--- src/rtl/ariane_axi_pkg.sv ---
// Minimal AXI4 channel and bundle types matching the CVA6 ariane_axi naming,
// so the limiter can be compiled stand-alone.
package ariane_axi;

    typedef struct packed {
        logic [3:0]  id;
        logic [63:0] addr;
        logic [7:0]  len;
        logic [2:0]  size;
        logic [1:0]  burst;
    } ax_chan_t;

    typedef struct packed {
        logic [63:0] data;
        logic [7:0]  strb;
        logic        last;
    } w_chan_t;

    typedef struct packed {
        logic [3:0] id;
        logic [1:0] resp;
    } b_chan_t;

    typedef struct packed {
        logic [3:0]  id;
        logic [63:0] data;
        logic [1:0]  resp;
        logic        last;
    } r_chan_t;

    typedef struct packed {
        ax_chan_t aw;
        logic     aw_valid;
        w_chan_t  w;
        logic     w_valid;
        logic     b_ready;
        ax_chan_t ar;
        logic     ar_valid;
        logic     r_ready;
    } req_t;

    typedef struct packed {
        logic    aw_ready;
        logic    ar_ready;
        logic    w_ready;
        logic    b_valid;
        b_chan_t b;
        logic    r_valid;
        r_chan_t r;
    } resp_t;

endpackage

--- src/rtl/axi_outstanding_limiter_pkg.sv ---
// Shared types and helpers for the outstanding-transaction limiter.
package axi_outstanding_limiter_pkg;

    typedef enum logic [1:0] {RUN, DRAIN, DRAINED} limiter_state_e;

    function automatic int cnt_w(input int max_cnt);
        return $clog2(max_cnt + 1);
    endfunction

endpackage

--- src/rtl/axi_outstanding_limiter_txn.sv ---
// Saturating up/down transaction counter; underflow is a one-cycle pulse when
// a lone decrement hits an empty counter.
module txn_counter
    import axi_outstanding_limiter_pkg::*;
#(
    parameter int  MaxCnt = 4,
    localparam int W      = cnt_w(MaxCnt)
) (
    input  logic         clk_i,
    input  logic         rst_ni,
    input  logic         inc,
    input  logic         dec,
    output logic [W-1:0] cnt,
    output logic         full,
    output logic         empty,
    output logic         underflow
);

    assign full      = (cnt == W'(MaxCnt));
    assign empty     = (cnt == '0);
    assign underflow = dec & ~inc & empty;

    always_ff @(posedge clk_i or negedge rst_ni) begin
        if (!rst_ni) begin
            cnt <= '0;
        end else if (inc && !dec && !full) begin
            cnt <= cnt + 1'b1;
        end else if (dec && !inc && !empty) begin
            cnt <= cnt - 1'b1;
        end
    end

endmodule

--- src/rtl/axi_outstanding_limiter.sv ---
// Caps outstanding AXI reads/writes, offers a drain handshake and flags
// response underflow. Optional watchdog: define AXI_LIMITER_TIMEOUT_EN.
module axi_outstanding_limiter
    import axi_outstanding_limiter_pkg::*;
#(
    parameter int  MaxRdTxn = 4,
    parameter int  MaxWrTxn = 4,
`ifdef AXI_LIMITER_TIMEOUT_EN
    parameter int  TimeoutCycles = 1024,
`endif
    localparam int RdCntW = cnt_w(MaxRdTxn),
    localparam int WrCntW = cnt_w(MaxWrTxn)
) (
    input  logic              clk_i,
    input  logic              rst_ni,
    input  ariane_axi::req_t  slv_req_i,
    output ariane_axi::resp_t slv_resp_o,
    output ariane_axi::req_t  mst_req_o,
    input  ariane_axi::resp_t mst_resp_i,
    input  logic              drain_req_i,
    output logic              drain_ack_o,
    output logic [RdCntW-1:0] rd_cnt_o,
    output logic [WrCntW-1:0] wr_cnt_o,
    output logic              underflow_o,
    output logic              timeout_o
);

    limiter_state_e state_q, state_d;
    logic ar_lock, aw_lock, ar_allow, aw_allow;
    logic ar_hs, aw_hs, r_hs, r_last_hs, b_hs;
    logic rd_full, rd_empty, rd_uf, wr_full, wr_empty, wr_uf;

    // A locked channel keeps its grant so a presented valid is never withdrawn.
    assign ar_allow = ar_lock | ((state_q == RUN) & ~rd_full);
    assign aw_allow = aw_lock | ((state_q == RUN) & ~wr_full);

    always_comb begin
        mst_req_o           = slv_req_i;
        mst_req_o.ar_valid  = slv_req_i.ar_valid & ar_allow;
        mst_req_o.aw_valid  = slv_req_i.aw_valid & aw_allow;
        slv_resp_o          = mst_resp_i;
        slv_resp_o.ar_ready = mst_resp_i.ar_ready & ar_allow;
        slv_resp_o.aw_ready = mst_resp_i.aw_ready & aw_allow;
    end

    assign ar_hs     = slv_req_i.ar_valid & ar_allow & mst_resp_i.ar_ready;
    assign aw_hs     = slv_req_i.aw_valid & aw_allow & mst_resp_i.aw_ready;
    assign r_hs      = mst_resp_i.r_valid & slv_req_i.r_ready;
    assign r_last_hs = r_hs & mst_resp_i.r.last;
    assign b_hs      = mst_resp_i.b_valid & slv_req_i.b_ready;

    txn_counter #(.MaxCnt(MaxRdTxn)) i_rd_cnt (
        .clk_i, .rst_ni, .inc(ar_hs), .dec(r_last_hs),
        .cnt(rd_cnt_o), .full(rd_full), .empty(rd_empty), .underflow(rd_uf)
    );

    txn_counter #(.MaxCnt(MaxWrTxn)) i_wr_cnt (
        .clk_i, .rst_ni, .inc(aw_hs), .dec(b_hs),
        .cnt(wr_cnt_o), .full(wr_full), .empty(wr_empty), .underflow(wr_uf)
    );

    always_ff @(posedge clk_i or negedge rst_ni) begin
        if (!rst_ni) begin
            state_q     <= RUN;
            ar_lock     <= 1'b0;
            aw_lock     <= 1'b0;
            underflow_o <= 1'b0;
        end else begin
            state_q     <= state_d;
            ar_lock     <= ar_hs ? 1'b0 : (ar_lock | (mst_req_o.ar_valid & ~mst_resp_i.ar_ready));
            aw_lock     <= aw_hs ? 1'b0 : (aw_lock | (mst_req_o.aw_valid & ~mst_resp_i.aw_ready));
            underflow_o <= underflow_o | rd_uf | wr_uf;
        end
    end

    always_comb begin
        state_d = state_q;
        unique case (state_q)
            RUN:     if (drain_req_i) state_d = DRAIN;
            DRAIN: begin
                if (!drain_req_i) state_d = RUN;
                else if (rd_empty && wr_empty && !ar_lock && !aw_lock) state_d = DRAINED;
            end
            DRAINED: if (!drain_req_i) state_d = RUN;
            default: state_d = RUN;
        endcase
    end

    always_comb begin
        drain_ack_o = (state_q == DRAINED);
    end

`ifdef AXI_LIMITER_TIMEOUT_EN
    localparam int TmoW = cnt_w(TimeoutCycles);
    logic [TmoW-1:0] wd_cnt;
    logic            wd_clr;

    // Any response shows forward progress; an idle port cannot time out.
    assign wd_clr = r_hs | b_hs | (rd_empty & wr_empty);

    always_ff @(posedge clk_i or negedge rst_ni) begin
        if (!rst_ni) begin
            wd_cnt    <= '0;
            timeout_o <= 1'b0;
        end else if (wd_clr) begin
            wd_cnt <= '0;
        end else if (wd_cnt != TmoW'(TimeoutCycles)) begin
            wd_cnt <= wd_cnt + 1'b1;
            if (wd_cnt == TmoW'(TimeoutCycles - 1)) timeout_o <= 1'b1;
        end
    end
`else
    assign timeout_o = 1'b0;
`endif

endmodule

--- config.mk ---
export PLATFORM = sky130hd
export DESIGN_NAME = axi_outstanding_limiter
export DESIGN_NICKNAME = d
export VERILOG_FILES = /design/src/rtl/ariane_axi_pkg.sv /design/src/rtl/axi_outstanding_limiter_pkg.sv /design/src/rtl/axi_outstanding_limiter_txn.sv /design/src/rtl/axi_outstanding_limiter.sv
export SDC_FILE = /design/constraint.sdc
export NUM_CORES = 1
export LEC_CHECK = 0
export BUFFER_PORTS_ARGS = -buffer_cell sky130_fd_sc_hd__buf_2
export CORE_AREA = 2 2 257 259
export DETAILED_ROUTE_END_ITERATION = 6
export DIE_AREA = 0 0 259 261
export GPL_TIMING_DRIVEN = 0
export SLEW_MARGIN = 30
export SYNTH_ARGS = -nofsm -noshare
export SYNTH_HDL_FRONTEND = slang
export SYNTH_HIERARCHICAL = 1
export SYNTH_SLANG_ARGS = --single-unit
export TNS_END_PERCENT = 10
--- constraint.sdc ---
create_clock -name clk_i -period 2.26 [get_ports clk_i]
set_clock_uncertainty 0.05 [all_clocks]
set_input_delay 0.113 -clock clk_i [delete_from_list [all_inputs] [get_ports clk_i]]
set_output_delay 0.113 -clock clk_i [all_outputs]
set_load 0.05 [all_outputs]
==> impl_metrics.yaml <==
status:
  status: "finished, final reports clean"
critical_path:
  cp_data_arrival_time_ps: 2320
  timing.rr.end: "i_wr_cnt/cnt[1]"
  critical_path.max_stage_delay_ps: 480
  crit_path_cell_trace: "nor2_2, and2_4, nor3_4, o211a_4, and2b_4, nand2b_1, fa_1, inv_1, a221oi_2"
  cp-end-kind: "flip-flop"
  crit_type: "reg -> reg"
  path_buf_inv: 1
  rrSetupSlack_ps: 30
  cp-start-kind: "flip-flop"
  reg2reg_depth: 9
  worstPathRequired_ps: 2350
  worstSetupPathDepth: 9
  cp_max_fo: 7
  worstReg2RegStart: "i_wr_cnt/cnt[1]"
  cp_top_family: "simple AND/OR/NAND/NOR gates"
  slowest_stage: "fa_1"
floorplanning:
  pin_count: 656
  dieHeight_um: 261
  initial_core_util_pct: 4.88
  core_mm2: 0.0650
  die_w_um: 259
  rows: 94
  die-area_mm2: 0.0676
hold_path:
  hold_depth: 2
  min_path_type: "in -> reg"
  worstHoldStart: "mst_resp_i[81]"
placed_design:
  port_buffers: 341
  placed_cell_area_mm2: 0.00603
  gp_congestion: 0.945
  dp_hpwl_um: 18000
timing:
  period_needed_ps: 2230
  setup_violations: 0
  tns_ps: 0
  fmax_mhz: 449
  post-route-period-util_pct: 98.6
  hold_viol: 0
  slew_violations: 0
  rsz0062_at_grt: "true"
grt:
  overflow: 0
  antenna_found_initial: 10
  use_met2_pct: 9.00
  use_met1_pct: 4.44
  grt_max_degree: 12
  grt_pass1_vias: 3117
  grt_first_pass_wirelength_um: 22700
  met3_usage_pct: 2.63
  grt_usage_pct: 4.87
  busiest_layer: "met2"
logic_synthesis:
  syn-num-nets: 721
  syn-mean-instance-area_um2: 8.05
  yosys_warnings: 6
  synth-edff-count: 0
  yosysTopAreaCellShare_pct: 75.5
  synth_common_cells: "buf_4 (319), dfrtp_1 (11), nor2_1 (8)"
  yosysTopAreaCell: "buf_4"
  synthCells: 394
  async_flop_share_pct: 100
  synth.distinct_cells: 29
  synth_area_leaders: "buf_4 (76%), dfrtp_1 (8.7%), mux4_2 (1.4%), fa_1 (1.3%), nand2b_1 (1.2%)"
  synth_most_common_cell: "buf_4"
  netlist_area_mm2: 0.00317
  synth_flop_cell: "dfrtp_1"
  seq_area_frac_synth_pct: 8.68
  ys_ff_latch: 11
power:
  leakage_nw: 3.32
  vdd_drop_max_v: 0.000222
  powerDensity_mw_per_mm2: 582
layout:
  synthToLayoutAreaGrowth_pct: 96.0
  final_core_util_pct: 9.56
  fin_area_mm2: 0.00622
  nets: 1077
  drive_above_1_share_pct: 93.2
job:
  drv_cap: 0
drt:
  routed_wirelength_um: 19100
  viasPerCell: 2.17
  antenna_left: 0
  drc_errors: 0
  num_vias: 3512
  wl_per_cell_um: 11.8
  first_iter_violations: 62
  dr.pass1.iters: 4
clocking:
  clock_latency_ps: 240
  cts-root-buf: "clkbuf_16"
  numClockSinks: 11
  cts_made_buffers: 3
  cts.path.max_buffers: 2
  cts.clk_slew.worst_paths_ps: 50
  cts_tree: "done"
  cts_max_level: 1
-- how the worst max path moves through the flow --
stage	start	end	slack [ps]
after CTS	i_wr_cnt/cnt[1]	i_wr_cnt/cnt[1]	-40
after detailed placement	i_rd_cnt/cnt[0]	i_rd_cnt/cnt[1]	-60
after global placement	i_wr_cnt/cnt[1]	i_wr_cnt/cnt[1]	-40
after global routing	i_wr_cnt/cnt[2]	i_wr_cnt/cnt[1]	-80
final	i_wr_cnt/cnt[1]	i_wr_cnt/cnt[1]	30
after floorplan	i_wr_cnt/cnt[2]	i_wr_cnt/cnt[1]	-20
-- worst reg2reg max path, cell delays in order (launching register included) --
cell and delay [ps]:
dfrtp_4 450, nor2_2 70, and2_4 180, nor3_4 170, o211a_4 210, and2b_4 180, nand2b_1 70, fa_1 480
inv_1 50, a221oi_2 230
-- power breakdown --
group          internal [W]  switching [W]  total [W]
logic              0.000970        0.00191    0.00288
registers          0.000295       0.000120   0.000415
clock network      0.000234      0.0000896   0.000324
-- metal layers --
layer  wire length [µm]  up-vias
met5                 68        -
met4                593       10
met3               2980       26
met2               9700      342
met1               5720     1503
li1                   -     1631
-- what timing repair did --
item,CTS,global route
setup endpoints to repair,4,5
resized for setup,0,3
pin swaps,2,0
cloned,0,0
hold buffers,1,0
hold endpoints to repair,11,0
buffers inserted,1,8
-- cell usage in the layout, fill, tap and decap left out, drive strengths merged --
cell type	instances
nor3b	1
and2	3
dlygate4sd3	1
mux4	2
inv	3
or3	1
nor4b	2
clkbuf	3
mux2i	2
conb	1
xor2	2
o21ai	2
a311oi	1
a22o	1
and2b	3
fa	2
xnor2	2
and4b	1
nor4	2
a221oi	2
buf	671
nor2	8
o21a	4
a2bb2oi	4
nor3	4
diode	4
o211a	2
clkinv	1
dfrtp	11
nand2b	6
and3	1
-- area by class of cell --
type / instances / area [µm²]
tap: 864 / 1080
inverter: 3 / 11.3
clock inverter: 1 / 5.00
multi-input combinational: 59 / 541
clock buffer: 3 / 75.1
fill: 7578 / 58800
buffer: 321 / 2420
sequential: 11 / 293
antenna: 4 / 10.0
timing repair buffer: 351 / 1780
-- metrics by stage --
step / hold WS (ps) / setup WS, ps / power (W) / instances
after CTS: 20.8 / -37.8 / 0.00356 / 1605
after global placement: -41.6 / -39.4 / 0.00320 / 1599
after detailed placement: -41.0 / -56.5 / 0.00322 / 1599
after floorplan: -233 / -23.6 / 0.00264 / 394
final: 32.4 / 32.0 / 0.00362 / 1617
after global routing: 48.9 / -84.5 / 0.00382 / 1616
-- kinds of logic after synthesis --
| group | share of synthesized area, % |
|---|---|
| flops | 8.68 |
| fa+ha+maj | 1.26 |
| simple gates | 6.27 |
| other cells | 0.118 |
| mux | 2.05 |
| buf+inv | 76.2 |
| compound gates | 4.34 |
| xor+xnor | 1.10 |
Power figures use the tool's default switching activity.
